### src/rtl/bus_pkg.sv
// Shared bus definitions: field widths, CRC polynomial, broadcast address and
// receiver FSM states, common to the transmitter, arbiter and receiver.
package bus_pkg;

  localparam int unsigned ADDR_W     = 4;
  localparam int unsigned DATA_W     = 64;
  localparam int unsigned CRC_W      = 4;
  localparam int unsigned FRAME_BITS = 78;
  localparam int unsigned CNT_W      = 7;

  localparam logic [CRC_W-1:0]  CRC_POLY       = 4'b0011;
  localparam logic [ADDR_W-1:0] DEF_BCAST_ADDR = 4'hF;

  typedef enum logic [2:0] {
    ST_IDLE,
    ST_SRC,
    ST_DST,
    ST_DATA,
    ST_CRC,
    ST_STOP
  } rx_state_t;

endpackage

### src/rtl/crc4_serial.sv
// Bit-serial CRC-4 (x^4+x+1), MSB-first, zero initial value, no final XOR.
module crc4_serial
  import bus_pkg::*;
(
  input  logic             clock,
  input  logic             reset_n,
  input  logic             clear,
  input  logic             enable,
  input  logic             bit_in,
  output logic [CRC_W-1:0] crc
);

  logic fb;

  assign fb = crc[CRC_W-1] ^ bit_in;

  always_ff @(posedge clock) begin
    if (!reset_n || clear) begin
      crc <= '0;
    end else if (enable) begin
      crc <= {crc[CRC_W-2:0], 1'b0} ^ (fb ? CRC_POLY : '0);
    end
  end

endmodule

### src/rtl/bus_frame_receiver.sv
// Serial frame receiver: deframes start/src/dst/data/crc/stop, filters on
// destination address and CRC-4, and holds accepted payloads for a valid/ready consumer.
module bus_frame_receiver
  import bus_pkg::*;
#(
  parameter logic [ADDR_W-1:0] NODE_ADDR  = 4'h1,
  parameter logic [ADDR_W-1:0] BCAST_ADDR = DEF_BCAST_ADDR
) (
  input  logic              clock,
  input  logic              reset_n,
  input  logic              bus_in,
  output logic              rx_valid,
  input  logic              rx_ready,
  output logic [ADDR_W-1:0] rx_src,
  output logic [DATA_W-1:0] rx_data,
  output logic              crc_err,
  output logic              frame_err,
  output logic              overrun,
  output logic              busy
);

  rx_state_t         state, state_nxt;
  logic [CNT_W-1:0]  cnt, cnt_nxt;
  logic [ADDR_W-1:0] src_sr, dst_sr;
  logic [DATA_W-1:0] data_sr;
  logic [CRC_W-1:0]  crc_sr, crc_calc;
  logic              crc_clear, crc_en;

  logic stop_edge, addr_ok, crc_ok;
  logic frame_bad, crc_bad, frame_good, frame_drop, frame_load;

  crc4_serial u_crc (
    .clock   (clock),
    .reset_n (reset_n),
    .clear   (crc_clear),
    .enable  (crc_en),
    .bit_in  (bus_in),
    .crc     (crc_calc)
  );

  always_ff @(posedge clock) begin
    if (!reset_n) begin
      state <= ST_IDLE;
      cnt   <= '0;
    end else begin
      state <= state_nxt;
      cnt   <= cnt_nxt;
    end
  end

  // Each field state counts down from (width-1); the counter is reloaded on entry.
  always_comb begin
    state_nxt = state;
    cnt_nxt   = (cnt == '0) ? '0 : cnt - 1'b1;
    crc_clear = 1'b0;
    crc_en    = 1'b0;
    case (state)
      ST_IDLE: begin
        crc_clear = 1'b1;
        cnt_nxt   = '0;
        if (!bus_in) begin
          state_nxt = ST_SRC;
          cnt_nxt   = CNT_W'(ADDR_W - 1);
        end
      end
      ST_SRC: begin
        if (cnt == '0) begin
          state_nxt = ST_DST;
          cnt_nxt   = CNT_W'(ADDR_W - 1);
        end
      end
      ST_DST: begin
        crc_en = 1'b1;
        if (cnt == '0) begin
          state_nxt = ST_DATA;
          cnt_nxt   = CNT_W'(DATA_W - 1);
        end
      end
      ST_DATA: begin
        crc_en = 1'b1;
        if (cnt == '0) begin
          state_nxt = ST_CRC;
          cnt_nxt   = CNT_W'(CRC_W - 1);
        end
      end
      ST_CRC: begin
        if (cnt == '0) begin
          state_nxt = ST_STOP;
          cnt_nxt   = '0;
        end
      end
      ST_STOP: begin
        state_nxt = ST_IDLE;
        cnt_nxt   = '0;
      end
      default: begin
        state_nxt = ST_IDLE;
        cnt_nxt   = '0;
      end
    endcase
  end

  assign stop_edge  = (state == ST_STOP);
  assign addr_ok    = (dst_sr == NODE_ADDR) || (dst_sr == BCAST_ADDR);
  assign crc_ok     = (crc_sr == crc_calc);
  assign frame_bad  = stop_edge && !bus_in;
  assign crc_bad    = stop_edge && bus_in && addr_ok && !crc_ok;
  assign frame_good = stop_edge && bus_in && addr_ok && crc_ok;
  // A handshake on the stop edge frees the holding register, so no overrun then.
  assign frame_drop = frame_good && rx_valid && !rx_ready;
  assign frame_load = frame_good && !frame_drop;

  always_ff @(posedge clock) begin
    if (!reset_n) begin
      src_sr    <= '0;
      dst_sr    <= '0;
      data_sr   <= '0;
      crc_sr    <= '0;
      rx_valid  <= 1'b0;
      rx_src    <= '0;
      rx_data   <= '0;
      crc_err   <= 1'b0;
      frame_err <= 1'b0;
      overrun   <= 1'b0;
      busy      <= 1'b0;
    end else begin
      crc_err   <= crc_bad;
      frame_err <= frame_bad;
      overrun   <= frame_drop;
      busy      <= (state_nxt != ST_IDLE);
      case (state)
        ST_SRC:  src_sr  <= {src_sr[ADDR_W-2:0], bus_in};
        ST_DST:  dst_sr  <= {dst_sr[ADDR_W-2:0], bus_in};
        ST_DATA: data_sr <= {data_sr[DATA_W-2:0], bus_in};
        ST_CRC:  crc_sr  <= {crc_sr[CRC_W-2:0], bus_in};
        default: ;
      endcase
      if (frame_load) begin
        rx_valid <= 1'b1;
        rx_src   <= src_sr;
        rx_data  <= data_sr;
      end else if (rx_valid && rx_ready) begin
        rx_valid <= 1'b0;
      end
    end
  end

endmodule
### config.mk
export PLATFORM = sky130hd
export DESIGN_NAME = bus_frame_receiver
export DESIGN_NICKNAME = d
export VERILOG_FILES = /design/src/rtl/bus_pkg.sv /design/src/rtl/crc4_serial.sv /design/src/rtl/bus_frame_receiver.sv
export SDC_FILE = /design/constraint.sdc
export NUM_CORES = 1
export LEC_CHECK = 0
export CAP_MARGIN = 20
export CORE_AREA = 2 2 110 112
export DETAILED_ROUTE_END_ITERATION = 10
export DIE_AREA = 0 0 112 114
export GPL_TIMING_DRIVEN = 1
export PLACE_DENSITY_LB_ADDON = 0.25
export REMOVE_ABC_BUFFERS = 1
export SYNTH_ARGS = -nofsm -noshare
export SYNTH_HDL_FRONTEND = slang
export SYNTH_SLANG_ARGS = --single-unit
### constraint.sdc
create_clock -name clock -period 1.94 [get_ports clock]
set_input_delay 0.291 -clock clock [delete_from_list [all_inputs] [get_ports clock]]
set_output_delay 0.291 -clock clock [all_outputs]
set_load 0.02 [all_outputs]
## Word-level counts from Yosys, hierarchy flattened

Index checks and enable logic that the tools add are counted.

| storage, ports and cells | value |
|---|---|
| register bits | 163 |
| output and inout port bits | 73 |

| cells by class | value |
|---|---|
| add/sub/neg operators | 1 |
| equal/unequal tests | 8 |
| mux-type cells | 16 |
| bitwise operators | 2 |
| reduce and logical (&&, ||, !) cells | 22 |

Operator list:

| cell | count |
|---|---|
| case mux 7 bit (4 select lines) | 1 |
| 2-to-1 mux 7 bit | 3 |
| 2-to-1 mux 3 bit | 5 |
| case mux 3 bit (5 select lines) | 1 |
| logical AND 1 bit | 9 |
| logical NOT 7 bit | 1 |
| subtractor 7 x 1 -> 7 bit (second input constant) | 1 |
| == test 3 x 2 -> 1 bit (second input constant) | 2 |
| == test 3 bit (second input constant) | 2 |
| logical NOT 1 bit | 5 |
| == test 4 x 1 -> 1 bit (second input constant) | 1 |
| == test 4 bit | 1 |
| == test 4 bit (second input constant) | 1 |
| 2-to-1 mux 1 bit | 4 |
| 2-to-1 mux 2 bit | 2 |
| OR reduction 2 bit | 2 |
| XOR 4 bit | 1 |
| == test 3 x 1 -> 1 bit (second input constant) | 1 |
| logical NOT 3 bit | 1 |
| nonzero test 3 bit | 1 |
| logical OR 1 bit | 2 |
| nonzero test 2 bit | 1 |
| XOR 1 bit | 1 |

## Logic depth before layout (Yosys ltp)

Gate-level depths: netlist of run 1.

| logic depth | value |
|---|---|
| word-level depth | 9 |
| depth in mapped cells | 8 |
| gate-level depth less buffers | 6 |

## By module

A second synthesis of run 1 with hierarchy kept.

| second synthesis, totals | value |
|---|---|
| cells, all modules | 726 |
| area total of the unflattened synthesis | 6,272.3 um2 |

By module, submodules not included:

| module | times used | cells an instance | area each (um2) | seq. area each (um2) |
|---|---|---|---|---|
| bus_frame_receiver | 1 | 708 | 6,092.1 | 3,183.1 |
| crc4_serial | 1 | 18 | 180.2 | 80.1 |

## Worst setup path after synthesis of run 1

No wires, ideal clock.

| path | value |
|---|---|
| path type | register to register |
| from | register cnt[0] |
| to | register cnt[2] |
| arrival time | 1.586 ns |
| setup slack | 0.214 ns |
| cell stages (with the launch flop) | 7 |
| clock period less this slack | 1.726 ns |
| cells stage by stage | dfxtp_1 > inv_1 > ha_1 > nor4b_2 > nand2_1 > a221oi_1 > a21oi_1 |

| on the way | value |
|---|---|
| longest elaborated chain between the ends | 3 |
| elaborated cells on any way between the ends | 6 |
| those cells by class | add/sub: 1; mux: 4; reduce/logical: 1 |

RTL lines:

| element | RTL line | source |
|---|---|---|
| start, declared | bus_frame_receiver.sv:23 | `logic [CNT_W-1:0] cnt, cnt_nxt;` |
| start signal, assigned | bus_frame_receiver.sv:47 | `cnt <= cnt_nxt;` |
| subtractor 7 x 1 -> 7 bit / logical NOT 7 bit (equally long branches) | bus_frame_receiver.sv:54, bus_frame_receiver.sv:67, bus_frame_receiver.sv:74 |  |
| 2-to-1 mux 7 bit (on tied branches) | - |  |
| case mux 7 bit (4 select lines) * | bus_frame_receiver.sv:57 | `case (state)` |

Every way passes the cells marked *; elsewhere a longest branch is shown, timed or not.
A chain may end at the register's enable or synchronous reset.

## Worst setup path in the final report of run 1

Same ends and word-level chain as after synthesis.

==> results of run 1 <==
## routing by layer
metal | global-route usage | part of all wire | vias up
met5 | 0 | 0 | -
met4 | 0.105 | 0.029 | 0
met3 | 0.0399 | 0.036 | 28
met2 | 0.349 | 0.49 | 99
met1 | 0.245 | 0.45 | 2269
li1 | - | - | 2502
## worst max-delay path by stage
stage	end	slack [ns]	depth (start not counted)
2_1_floorplan	rx_data[0]	-1.99	4
3_3_place_gp	rx_data[61]	0.10	6
3_5_place_dp	rx_data[59]	0.06	6
4_1_cts	cnt[2]	0.16	6
5_1_grt	cnt[2]	0.007	6
6_report	cnt[2]	0.16	6
## layout make-up
cell class	count	area [um2]	share of cell area
flip-flops and latches	163	3260	0.421
multi-input cells	512	2710	0.349
repair buffers	93	961	0.124
clock buffers	22	474	0.0611
well taps	147	184	0.0237
clock inverters	10	154	0.0198
inverters	4	15.0	0.00193
## cells in the final DEF (no fill, tap or decap), types with 5 or more instances in the layout
cell type        synthesis  layout
nor3_1                   5       5
mux2i_1                 72      72
clkdlybuf4s50_1          0      75
buf_4                    0      12
clkinv_2                 0       5
o21ai_0                  9       9
clkbuf_16                0      17
a21oi_1                 78      78
buf_12                   0       6
dfxtp_1                163     163
xor2_1                  10      10
nor2_1                  20      19
nand2_1                277     276
## report_power, final
| group | leakage [nW] | internal, mW | switching [mW] |
|---|---|---|---|
| Clock | 0.314 | 2.25 | 1.27 |
| Combinational | 1.46 | 0.490 | 0.829 |
| Sequential | 1.31 | 3.47 | 0.114 |
| Total | 3.09 | 6.21 | 2.21 |
## cell families (layout without fill, tap and decap cells)
family	count (synthesis)	in the layout	synth area share
fa+ha+maj	2	2	0.00403
flops	163	163	0.526
buf+inv	56	129	0.0387
simple gates	324	324	0.209
xor+xnor	12	12	0.0169
compound gates	102	102	0.0894
mux	72	72	0.116
## state kept, by name, summed over array words and instances, names as in the netlist
signal / cells
busy: 1
cnt: 7
crc_err: 1
crc_sr: 4
data_sr: 64
dst_sr: 4
frame_err: 1
overrun: 1
rx_data: 64
rx_src: 4
rx_valid: 1
src_sr: 4
state: 3
u_crc.crc: 4
## worst max-delay path, cell delays in order (launching register included)
cell and delay [ns]:
dfxtp_1 0.32, inv_1 0.08, ha_1 0.17, nor4b_2 0.30
nand2_1 0.12, a221oi_1 0.56, a21oi_1 0.09
## through the flow
stage                      util  std cells  area [um2]
after global placement    0.609        919        7130
after CTS                 0.663        951        7760
after global routing      0.663        951        7760
after floorplan               -        679        5980
after detailed placement  0.609        919        7130
final                     0.663        951        7760
==> metrics.md, run 1 <==
| Metric | Value |
|---|---|
| Hold Violations, Final | 0 |
| PD cells | 1080 nW/um2 |
| FF-to-FF End | cnt[2] |
| Total power | 8.42 mW |
| RSZ-0062 raised after global routing | no |
| Placer Congestion | 0.820 |
| Pre-CTS setup slack | around 0.065 ns |
| Die area | roughly 13000 um2 |
| Root cell of the clock tree | clkbuf_16 |
| Total CTS buffers | 17 |
| Final ANT Viol Nets | 0 |
| Synthesized area | 6200 um2 |
| Most common cell in the netlist | nand2_1 |
| Yosys cell types | 35 |
| Die width | 112 um |
| Area leader, netlist | dfxtp_1 |
| Vias | 4898 |
| Highest clock rate | 560 MHz |
| Final setup viols | 0 |
| Startpoint Class | flop |
| Most frequent cells after synthesis | nand2_1, dfxtp_1, a21oi_1 |
| Slew Viols, Final | 0 |
| Synth top area cells | dfxtp_1, nand2_1, mux2i_1, a21oi_1, clkbuf_1 |
| Drt first pass iters | 4 |
| Setup TNS Final | 0 ns |
| Initial antenna violation count | 0 |
| WHS Path Cells | 2 |
| Routed len/inst | ~13 um |
| GRT Overall Usage | 0.204 |
| Violation count after the first detailed-route iteration | 270 |
| Critical path type | reg2reg |
| Crit path launch | cnt[0] |
| Worst flop-to-flop path startpoint | cnt[0] |
| Height of the chip | roughly 110 um |
| Arrival time worst endpoint | approximately 2.1 ns |
| Fillers | 949 |
| Setup crit end kind | flop |
| Ratio of cells with drive above 1 in the final layout | 0.0684 |
| Yosys top cell area share | 0.526 |
| Reg2reg setup slack | 0.16 ns |
| DR DRC count | 0 |
| Worst-skew pair later-pin latency | approximately 0.42 ns |
| Core Footprint | 11700 um2 |
| Global-route wire length before repair | ~21 mm |
| Max-Slew Margin vs Limit | 0.587 |
| Leakage power | 3.09 nW |
| CTS hold repair buffers | 0 |
| Pin count of the biggest net entering global routing | about 120 |
| Hold Crit Class | in2reg |
| Port Buffers | 76 |
| Grt ovf | 0 |
| CP Data Required Time | 2.22 ns |
| Post-CTS Setup Inserts | 0 |
| Vias per Instance | 5.15 |
| Total wire length | 12.5 mm |
| Register-to-Register Path Depth | 6 |
| CTS tree | done |
| Post-synth EDFFs | 0 |
| Vias in the first global route | ~4800 |
| Avg Cell Area, Syn | 8.48 um2 |
| Diode count | 0 |
| Initial Utilization | 0.530 |
| Clk slew on worst S/H paths | 0.06 ns |
| Core Rows | 40 |
| NumNets Final | 797 |
| Sequential cell area fraction in the yosys report | 0.526 |
| Synthesis-stage register bit count | roughly 160 |
| Maximum VDD drop | a little over 0.8 mV |
| Worst-path maximum fanout | 4 |
| Htree depth | 4 |
| Post-cts sizing count | 0 |
| Final worst path period need | 1.78 ns |
| Status | finished clean |
| Maximum clock path buffer count | 2 |
| Hold_ws | 0.257 ns |
| Fin crit share | 0.920 |
| Post-synth ARST share | 0 |
| Hold_sp | reset_n |
| Synth Flop Type | dfxtp_1 |
| Post-Syn Instances | approximately 730 |
| Final WS setup | 0.156 ns |
| Synthesis-to-finish area growth | 25.1% |
| Least-Margin Pin Slew | 0.619 ns |
| Hpwl dp | 7.98 mm |
| Yosys warns | 0 |
| CTS Sinks | between 150 and 200 |
| Skew final | 0.00440 ns |
| Max cap viols | 0 |
| Top Ports | a little under 80 |
| Sink of the worst hold path | state[0] |
No activity file was read; power rests on OpenSTA's default activity.
==> run 2, diff against run 1 <==
--- a/config.mk
+++ b/config.mk
@@ -7,6 +7,7 @@
 export LEC_CHECK = 0
 export CAP_MARGIN = 20
 export CORE_AREA = 2 2 110 112
+export CTS_CLUSTER_SIZE = 16
 export DETAILED_ROUTE_END_ITERATION = 10
 export DIE_AREA = 0 0 112 114
 export GPL_TIMING_DRIVEN = 1
@@ -14,4 +15,5 @@
 export REMOVE_ABC_BUFFERS = 1
 export SYNTH_ARGS = -nofsm -noshare
 export SYNTH_HDL_FRONTEND = slang
+export SYNTH_HIERARCHICAL = 1
 export SYNTH_SLANG_ARGS = --single-unit
==> run 2 against run 1 <==
Net effect:
- die area did not move
- power fell by 1.1%
- via count fell by 0.59%
- count of clock-buffer cells in the layout fell by 5
- critical path depth fell by 1
- sequential share of layout area fell by 0.13 points
- clock skew rose by 0.0055 ns
- clock power fell by 2%
- utilization rose by 0.20 points
- area after synthesis rose by 1.1%
==> metrics.md, run 2 <==
| Metric | Value |
|---|---|
| Int Pwr | around 5.9 mW |
| Sw frac | 0.286 |
| FF-to-FF End | rx_data[56] |
| Yosys cell types | 39 |
| Post-route insts no fill | roughly 950 |
| Post-Syn Instances | 726 |
| CP Depth | 5 |
| Top Ports | 77 |
| Post-synthesis simple-gate area fraction | 0.209 |
| Sink of the worst hold path | state[2] |
| DR DRC count | 0 |
| Drt first pass iters | 4 |
| Post-synth ARST share | 0 |
| Yosys warns | 6 |
| Fin crit share | 0.938 |
| Register-to-Register Path Depth | 5 |
| Final worst path period need | 1.82 ns |
| PD cells | ~1100 nW/um2 |
| Synthesis-to-finish area growth | 24.1% |
| Synth Area in XOR/XNOR | 0.0154 |
| Sequential cell area fraction in the yosys report | 0.520 |
| Post-synth EDFFs | 0 |
| Synth top area cells | dfxtp_1, nand2_1, mux2i_1, a21oi_1, clkbuf_1 |
| Slew Viols, Final | 0 |
| Worst-skew pair later-pin latency | 0.42 ns |
| Critical path buffer and inverter count | 1 |
| Post-synthesis mux area share | 0.132 |
| Comb pwr share | 0.159 |
| Commonest non-fill, non-tap cells in the layout | nand2_1, dfxtp_1, mux2i_1 |
| Routed len/inst | 13.3 um |
| RSZ-0062 raised after global routing | no |
| Avg Cell Area, Syn | 8.64 um2 |
| Area leader, netlist | dfxtp_1 |
| Most common cell in the netlist | nand2_1 |
| CTS Sinks | 163 |
| Diode count | 0 |
| CP Data Required Time | approximately 2.3 ns |
| NumNets Final | approximately 800 |
| Violation count after the first detailed-route iteration | 291 |
| Most frequent cells after synthesis | nand2_1, dfxtp_1, mux2i_1 |
| Total CTS buffers | 17 |
| Hold Violations, Final | 0 |
| CTS hold repair buffers | 0 |
| Top Family by Delay on Critical Path | simple AND/OR/NAND/NOR gates |
| Complex-gate fraction of the synthesized area | 0.0728 |
| Core Footprint | 11700 um2 |
| Max-Slew Margin vs Limit | 0.716 |
| Synthesis-stage register bit count | 163 |
| Grt ovf | 0 |
| Net Sw Power | between 2 and 2.5 mW |
| Vias in the first global route | between 4000 and 5000 |
| Post-CTS Setup Inserts | 0 |
| Placer Congestion | 0.748 |
| Least-Margin Pin Slew | 0.424 ns |
| Clk slew on worst S/H paths | 0.07 ns |
| Maximum clock path buffer count | 2 |
| Vias | 4869 |
| CP peak stage delay | 0.40 ns |
| Root cell of the clock tree | clkbuf_16 |
| Final setup viols | 0 |
| Startpoint Class | flop |
| Height of the chip | 114 um |
| Setup crit end kind | flop |
| WHS Path Cells | 2 |
| Area of the multi-input gates | 2730 um2 |
| Hpwl dp | about 8 mm |
| Initial Utilization | 0.536 |
| Status | finished clean |
| Clock power frac | 0.413 |
| Maximum VDD drop | approximately 0.63 mV |
| Biggest regs | data_sr (64), rx_data (64), cnt (7) |
| Synth Flop Type | dfxtp_1 |
| Worst-path cell chain | or3_1 -> a211oi_2 -> and3_4 -> buf_12 -> mux2i_1 |
| Die area | 12800 um2 |
| CTS tree | done |
| Worst-path maximum fanout | 26 |
| Leakage power | between 2 and 3 nW |
| Port Buffers | 76 |
| Hold_ws | between 0.2 and 0.3 ns |
| Global-route wire length before repair | 21.3 mm |
| Largest family of logic cells by synthesized area | simple AND/OR/NAND/NOR gates |
| Pin count of the biggest net entering global routing | 96 |
| Highest clock rate | 550 MHz |
| Htree depth | 4 |
| Sequential share of power | 0.427 |
| Critical path type | reg2reg |
| Core Rows | 40 |
| Yosys top cell area share | 0.520 |
| Fillers | approximately 970 |
| Hold_sp | reset_n |
| Skew final | just under 0.01 ns |
| FF/Latch Area | 3260 um2 |
| Vias per Instance | between 5 and 6 |
| Post-Synth Adder-Cell Area | 0.00399 |
| Ratio of cells with drive above 1 in the final layout | 0.0739 |
| Post-layout util | 0.665 |
| Cells after DPL | 913 |
| Hold Crit Class | in2reg |
| Reg2reg setup slack | ~0.12 ns |
| Synthesized area | roughly 6300 um2 |
| Crit-path slowest cell | or3_1 |
| Max cap viols | 0 |
| Die width | 112 um |
| Arrival time worst endpoint | 2.17 ns |
| GRT Overall Usage | 0.204 |
| Total wire length | 12.6 mm |
| Most common cell after layout, fill and taps aside | nand2_1 |
| Worst flop-to-flop path startpoint | dst_sr[3] |
| Final ANT Viol Nets | 0 |
| Initial antenna violation count | 0 |
## run 2: metrics by stage
stage | power, mW | TNS (ns) | worst slack [ns] | area (um2)
2_1_floorplan | 4.46 | -152.52 | -1.74 | 6000
3_3_place_gp | 4.87 | 0 | 0.104 | 7170
3_5_place_dp | 4.92 | 0 | 0.0398 | 7170
4_1_cts | 8.38 | 0 | 0.0788 | 7780
5_1_grt | 8.68 | 0 | 0.0143 | 7780
6_report | 8.32 | 0 | 0.121 | 7780
## run 2: cells by family after synthesis
family / Yosys count
AND/OR/NAND/NOR: 325
flip-flops: 163
multiplexers: 83
adder cells (fa/ha/maj): 2
AO/OA/AOI/OAI: 84
XOR/XNOR: 11
buffers and inverters: 58
## run 2: power by group through the flow
stage                     clock network, mW  logic (mW)  registers [mW]
after floorplan                           0       0.817            3.64
after global placement                    0        1.25            3.62
after detailed placement                  0        1.29            3.63
after CTS                              3.50        1.33            3.55
after global routing                   3.66        1.46            3.56
final                                  3.44        1.33            3.55
## run 2: timing repair
| item | CTS | global route |
|---|---|---|
| setup endpoints to repair | 0 | 8 |
| resized for setup | 0 | 0 |
| hold endpoints to repair | 0 | 0 |
## run 2: area by class of cell
class	count	share of cell area
inverter	4	0.00193
tap	147	0.0236
multi-input combinational	505	0.351
sequential	163	0.419
clock inverter	15	0.0236
clock buffer	17	0.0547
timing repair buffer	94	0.126
## run 2: metal layers
| metal | wire (um) | vias to the layer above | track usage |
|---|---|---|---|
| li1 | - | 2471 | - |
| met1 | 5800 | 2288 | 0.247 |
| met2 | 6170 | 90 | 0.352 |
| met3 | 448 | 20 | 0.0478 |
| met4 | 196 | 0 | 0.0837 |
| met5 | 0 | - | 0 |
## run 2: how the worst max path moves through the flow
stage                          from           to  slack (ns)
after floorplan           dst_sr[3]   rx_data[0]       -1.74
after global placement       bus_in  rx_data[63]        0.10
after detailed placement     bus_in  rx_data[56]        0.04
after CTS                 dst_sr[3]  rx_data[50]        0.08
after global routing      dst_sr[3]  rx_data[51]        0.01
final                     dst_sr[3]  rx_data[56]        0.12
## run 2: worst reg2reg max path, delay by kind of cell (launching register included)
family	cells	cell delay (ns)
flops	1	0.33
mux	1	0.23
simple gates	2	0.70
compound gates	1	0.27
buf+inv	1	0.23
